==> config.mk <==
export PLATFORM = sky130hd
export DESIGN_NAME = reg_file_2r2w
export DESIGN_NICKNAME = d
export VERILOG_FILES = /design/src/rtl/reg_file_2r2w.sv
export SDC_FILE = /design/constraint.sdc
export NUM_CORES = 1
export LEC_CHECK = 0
export CORE_MARGIN = 3
export CORE_UTILIZATION = 50
export DETAILED_ROUTE_END_ITERATION = 7
export PLACE_DENSITY = 0.78
export SLEW_MARGIN = 20
export SYNTH_ARGS = -nofsm -noshare
export SYNTH_HDL_FRONTEND = slang
export SYNTH_SLANG_ARGS = --single-unit
==> constraint.sdc <==
create_clock -name clock -period 1.9 [get_ports clock]
set_input_delay 0.19 -clock clock [delete_from_list [all_inputs] [get_ports clock]]
set_output_delay 0.19 -clock clock [all_outputs]
set_load 0.005 [all_outputs]
==> src/rtl/reg_file_2r2w.sv <==
// Two-read / two-write register file with per-entry written flags, synchronous
// bulk clear, optional same-cycle write bypass and optional registered reads.
module reg_file_2r2w #(
  parameter int DATA_W   = 16,
  parameter int ADDR_W   = 2,
  parameter int BYPASS   = 1,
  parameter int READ_REG = 0,
  parameter int ZERO_REG = 0
) (
  input  logic              clock,
  input  logic              reset,
  input  logic              clear,
  input  logic              w0_en,
  input  logic [ADDR_W-1:0] w0_addr,
  input  logic [DATA_W-1:0] w0_data,
  input  logic              w1_en,
  input  logic [ADDR_W-1:0] w1_addr,
  input  logic [DATA_W-1:0] w1_data,
  input  logic [ADDR_W-1:0] ra_addr,
  output logic [DATA_W-1:0] ra_data,
  output logic              ra_valid,
  input  logic [ADDR_W-1:0] rb_addr,
  output logic [DATA_W-1:0] rb_data,
  output logic              rb_valid
);

  localparam int DEPTH = 2 ** ADDR_W;

  logic [DATA_W-1:0] r_mem [DEPTH];
  logic [DEPTH-1:0]  r_flag;
  logic [DATA_W-1:0] w_mem_nxt [DEPTH];
  logic [DEPTH-1:0]  w_flag_nxt;
  logic              w_w0_ok;
  logic              w_w1_ok;
  logic [DATA_W:0]   w_rd_a;
  logic [DATA_W:0]   w_rd_b;

  // Entry 0 of a zero register never accepts a write, so it stays at 0.
  assign w_w0_ok = w0_en && !((ZERO_REG != 0) && (w0_addr == '0));
  assign w_w1_ok = w1_en && !((ZERO_REG != 0) && (w1_addr == '0));

  // Clear first, then w0, then w1 so w1 wins a same-address collision.
  always_comb begin
    for (int i = 0; i < DEPTH; i++) begin
      w_mem_nxt[i]  = clear ? '0 : r_mem[i];
      w_flag_nxt[i] = clear ? 1'b0 : r_flag[i];
    end
    if (w_w0_ok) begin
      w_mem_nxt[w0_addr]  = w0_data;
      w_flag_nxt[w0_addr] = 1'b1;
    end
    if (w_w1_ok) begin
      w_mem_nxt[w1_addr]  = w1_data;
      w_flag_nxt[w1_addr] = 1'b1;
    end
  end

  always_ff @(posedge clock or posedge reset) begin
    if (reset) begin
      for (int i = 0; i < DEPTH; i++) begin
        r_mem[i] <= '0;
      end
      r_flag <= '0;
    end else begin
      for (int i = 0; i < DEPTH; i++) begin
        r_mem[i] <= w_mem_nxt[i];
      end
      r_flag <= w_flag_nxt;
    end
  end

  // Returns {valid, data} for one read port.
  function automatic logic [DATA_W:0] read_port(
    input logic [ADDR_W-1:0] addr,
    input logic [DATA_W-1:0] stored,
    input logic              stored_vld,
    input logic              clr,
    input logic              we0,
    input logic [ADDR_W-1:0] wa0,
    input logic [DATA_W-1:0] wd0,
    input logic              we1,
    input logic [ADDR_W-1:0] wa1,
    input logic [DATA_W-1:0] wd1
  );
    logic [DATA_W:0] res;
    res = {stored_vld, stored};
    if (BYPASS != 0) begin
      if (we1 && (wa1 == addr)) begin
        res = {1'b1, wd1};
      end else if (we0 && (wa0 == addr)) begin
        res = {1'b1, wd0};
      end else if (clr) begin
        res = '0;
      end
    end
    if ((ZERO_REG != 0) && (addr == '0)) begin
      res = {1'b1, {DATA_W{1'b0}}};
    end
    return res;
  endfunction

  assign w_rd_a = read_port(ra_addr, r_mem[ra_addr], r_flag[ra_addr], clear,
                            w0_en, w0_addr, w0_data, w1_en, w1_addr, w1_data);
  assign w_rd_b = read_port(rb_addr, r_mem[rb_addr], r_flag[rb_addr], clear,
                            w0_en, w0_addr, w0_data, w1_en, w1_addr, w1_data);

  generate
    if (READ_REG != 0) begin : g_read_reg
      logic [DATA_W:0] r_rd_a;
      logic [DATA_W:0] r_rd_b;

      always_ff @(posedge clock or posedge reset) begin
        if (reset) begin
          r_rd_a <= '0;
          r_rd_b <= '0;
        end else begin
          r_rd_a <= w_rd_a;
          r_rd_b <= w_rd_b;
        end
      end

      assign {ra_valid, ra_data} = r_rd_a;
      assign {rb_valid, rb_data} = r_rd_b;
    end else begin : g_read_comb
      assign {ra_valid, ra_data} = w_rd_a;
      assign {rb_valid, rb_data} = w_rd_b;
    end
  endgenerate

endmodule
==> run_results.csv, run 1 <==
group,metric,value,unit
final_layout,seq_area,1702,um2
yosys,syn_inst,608,
floorplanning,start_util,52.54,%
grt,met2_usage,47.82,%
floorplanning,boundaryPins,79,
clocking,cts_tree,"yes",
yosys,netlist_area,5230,um2
placement,place_inst,792,
clocking,clock_sinks,68,
drt,routed_wl,17.34,mm
sta,setup_ws,0.03708,ns
flow_run,maxCapViolCount,0,
worst_setup_path,slowest_stage,"dlygate4sd2_1",
worst_setup_path,worstPathArrival,1.67,ns
placement,dp_slack,-0.5397,ns
yosys,synth_fp_nets,653,
sta,worst_pin_slew,0.3942,ns
worst_setup_path,cp-startpoint,"rb_addr[1]",
placement,io_buffers,78,
sta,fmax,0.5368,GHz
drt,postRouteAntennaNets,0,
floorplanning,die_w,108.3,um
grt,grt_pass1_wl,26.97,mm
yosys,yosysUniqueCellTypes,30,
grt,gr-usage-met3,4.478,%
power_and_ir_drop,p_per_area,642.4,nW/um2
placement,gp_congestion,0.8549,
drt,vias_per_cell,6.310,
sta,slew_headroom,73.72,%
drt,drcViolationCount,0,
floorplanning,dieArea,11720,um2
sta,final.setup_skew,0,ns
clocking,cts_root_buf,"clkbuf_8",
grt,globalRouteTotalUtil,29.59,%
sta,final_max_slew_viol_count,0,
yosys,ys_async_sr_fraction,100.0,%
sta,grt_setup_unrepaired,"true",
clocking,htree_levels,3,
final_layout,fin_cells,828,
final_layout,fin_nets,736,
grt,grt_pass1_vias,5248,
drt,drtIter0Drc,509,
yosys,syn_area_per_cell,8.602,um2
grt,globalRoute.busiestLayer,"met2",
final_layout,drive_gt1_share,19.71,%
worst_setup_path,critical_path_class,"input port to output pin",
yosys,synth_top_cells_by_count,"96 x mux2i_1, 70 x nand2_1, 68 x dfrtp_1, 56 x o21ai_0, 33 x nor2_1",
worst_setup_path,worstSetupEndpointType,"output pin",
yosys,yosysMostFrequentCell,"mux2i_1",
yosys,synth_area_leaders,"dfrtp_1 33%, mux2i_1 18%, o21ai_0 5.4%",
grt,antenna_found_initial,0,
yosys,ys_ff_latch,68,
worst_setup_path,required,1.71,ns
clocking,cts.clk_slew.worst_paths,0.07,ns
clocking,numCtsBuffers,9,
drt,wire_per_inst,20.94,um
worst_setup_path,start_kind,"input port",
clocking,ctsHoldBuffers,0,
final_layout,n_antenna_cell,0,
worst_setup_path,critPathMaxFanout,4,
clocking,clockBufferDepth,2,
grt,grt_max_degree,40,
grt,overflow,0,
worst_setup_path,r2r-start,"r_mem[50]",
worst_setup_path,cp_common_cell,"buf_6",
worst_setup_path,critical_path.max_stage_delay,0.26,ns
final_layout,fillers,764,
drt,firstDrtPassIters,7,
yosys,yosys.area.top_type,"dfrtp_1",
worst_setup_path,worstPathCellList,"dlygate4sd2_1 -> buf_6 -> xnor2_1 -> nand3_1 -> buf_6 -> buf_4 -> mux2i_1 -> o21ai_1 -> clkdlybuf4s15_1",
floorplanning,core_area,9955,um2
clocking,worstSkewPairLatency,0.34,ns
drt,vias,5225,
yosys,yosysTopAreaCellShare,32.54,%
power_and_ir_drop,p_leak,3.137,nW
yosys,synth_edf_count,0,
placement,hpwl,10.47,mm
floorplanning,rows,36,
hold_path,hp-class,"input port to async pin",
sta,finalSetupViolCount,0,
yosys,yosys_warnings,0,
floorplanning,die_h,108.3,um
sta,hold_viol,0,
grt,grt_use_met1,38.41,%
sta,post-route-period-util,98.05,%
run_status,status,"completed",
sta,fin_crit,1.863,ns
final_layout,syn_to_final_growth,29.04,%
yosys,synth_ff_type,"dfrtp_1",
yosys,ys_seq_area_share,32.54,%
power_and_ir_drop,vdd_drop_max,0.0004100,V
final_layout,multiInputGateArea,3208,um2
==> critical path: cells and delay by family <==
kind | cells | cell delay (ns)
buf+inv | 5 | 0.95
mux | 1 | 0.12
compound gates | 1 | 0.12
xor+xnor | 1 | 0.14
simple gates | 1 | 0.14
==> metal layers <==
metal / vias up / wire [um]
met5: - / 0
met4: 0 / 513
met3: 43 / 1548
met2: 318 / 8367
met1: 2485 / 6908
li1: 2379 / -
==> cell usage in the layout (no fill, tap or decap), drive strengths merged, types with 18 or more instances in the layout <==
master and instances:
nand2 70, a21oi 19, buf 68, clkdlybuf4s50 34
dlygate4sd2 22, nor2 33, inv 18, dfrtp 68
mux2i 96, o21ai 80, nand3 22, o22ai 32
==> final cells by class <==
class                   count  share of cell area [%]
clock inverters             6                   1.316
flip-flops and latches     68                   25.21
multi-input cells         456                   47.53
repair buffers            138                   20.58
inverters                  18                   1.057
clock buffers               9                   1.835
well taps                 133                   2.466
==> worst paths after layout <==
kind                              end  slack [ns]  cells after the start
setup / recovery           rb_data[6]        0.04                      9
hold / removal              r_mem[27]        0.13                      2
setup reg to reg            r_mem[50]        0.89                      3
hold reg to reg             r_flag[2]        0.53                      2
max in group asynchronous   r_mem[50]        1.30                      3
min in group clock          r_flag[1]        0.49                      4
==> timing repair <==
item | CTS | global route
endpoints found under the setup margin | 34 | 21
cloned | 3 | 0
setup buffers | 13 | 6
gates resized for setup | 102 | 27
pin swaps | 10 | 7
==> where the power goes <==
group / leakage, nW / total (W) / switching, W / internal [W]
Sequential: 0.890 / 0.00169 / 0.000117 / 0.00158
Combinational: 2.15 / 0.00130 / 0.000654 / 0.000650
Clock: 0.102 / 0.00134 / 0.000604 / 0.000734
Total: 3.14 / 0.00434 / 0.00138 / 0.00296
==> stage by stage <==
| stage | setup TNS, ns | cell area (um2) | hold WS [ns] | utilization, % | power [W] |
|---|---|---|---|---|---|
| final | 0 | 6749 | 0.1257 | 67.80 | 0.004335 |
| after global routing | -0.04127 | 6749 | 0.1249 | 67.80 | 0.004513 |
| after CTS | -0.0007615 | 6766 | 0.1104 | 67.97 | 0.004320 |
| after detailed placement | -16.46 | 6324 | 0.4915 | 63.52 | 0.002952 |
| after global placement | -15.05 | 6324 | 0.4848 | 63.52 | 0.002906 |
| after floorplan | 0 | 5234 | 0.3068 | - | 0.002386 |
==> logic make-up after synthesis <==
| family | count (synthesis) | synth area share (%) |
|---|---|---|
| flops | 68 | 32.54 |
| compound gates | 180 | 21.12 |
| simple gates | 154 | 14.66 |
| buf+inv | 84 | 7.655 |
| mux | 114 | 22.68 |
| xor+xnor | 8 | 1.340 |
==> registers in the layout (all words and copies together) (netlist names) <==
signal and flops:
r_mem 64, r_flag 4
Power figures use the tool's default switching activity.
==> run 2: changes to the inputs <==
CAP_MARGIN = 20   (was not set)
==> results of run 2 <==
No change in the layout: final DEF, timing and power equal those of run 1.
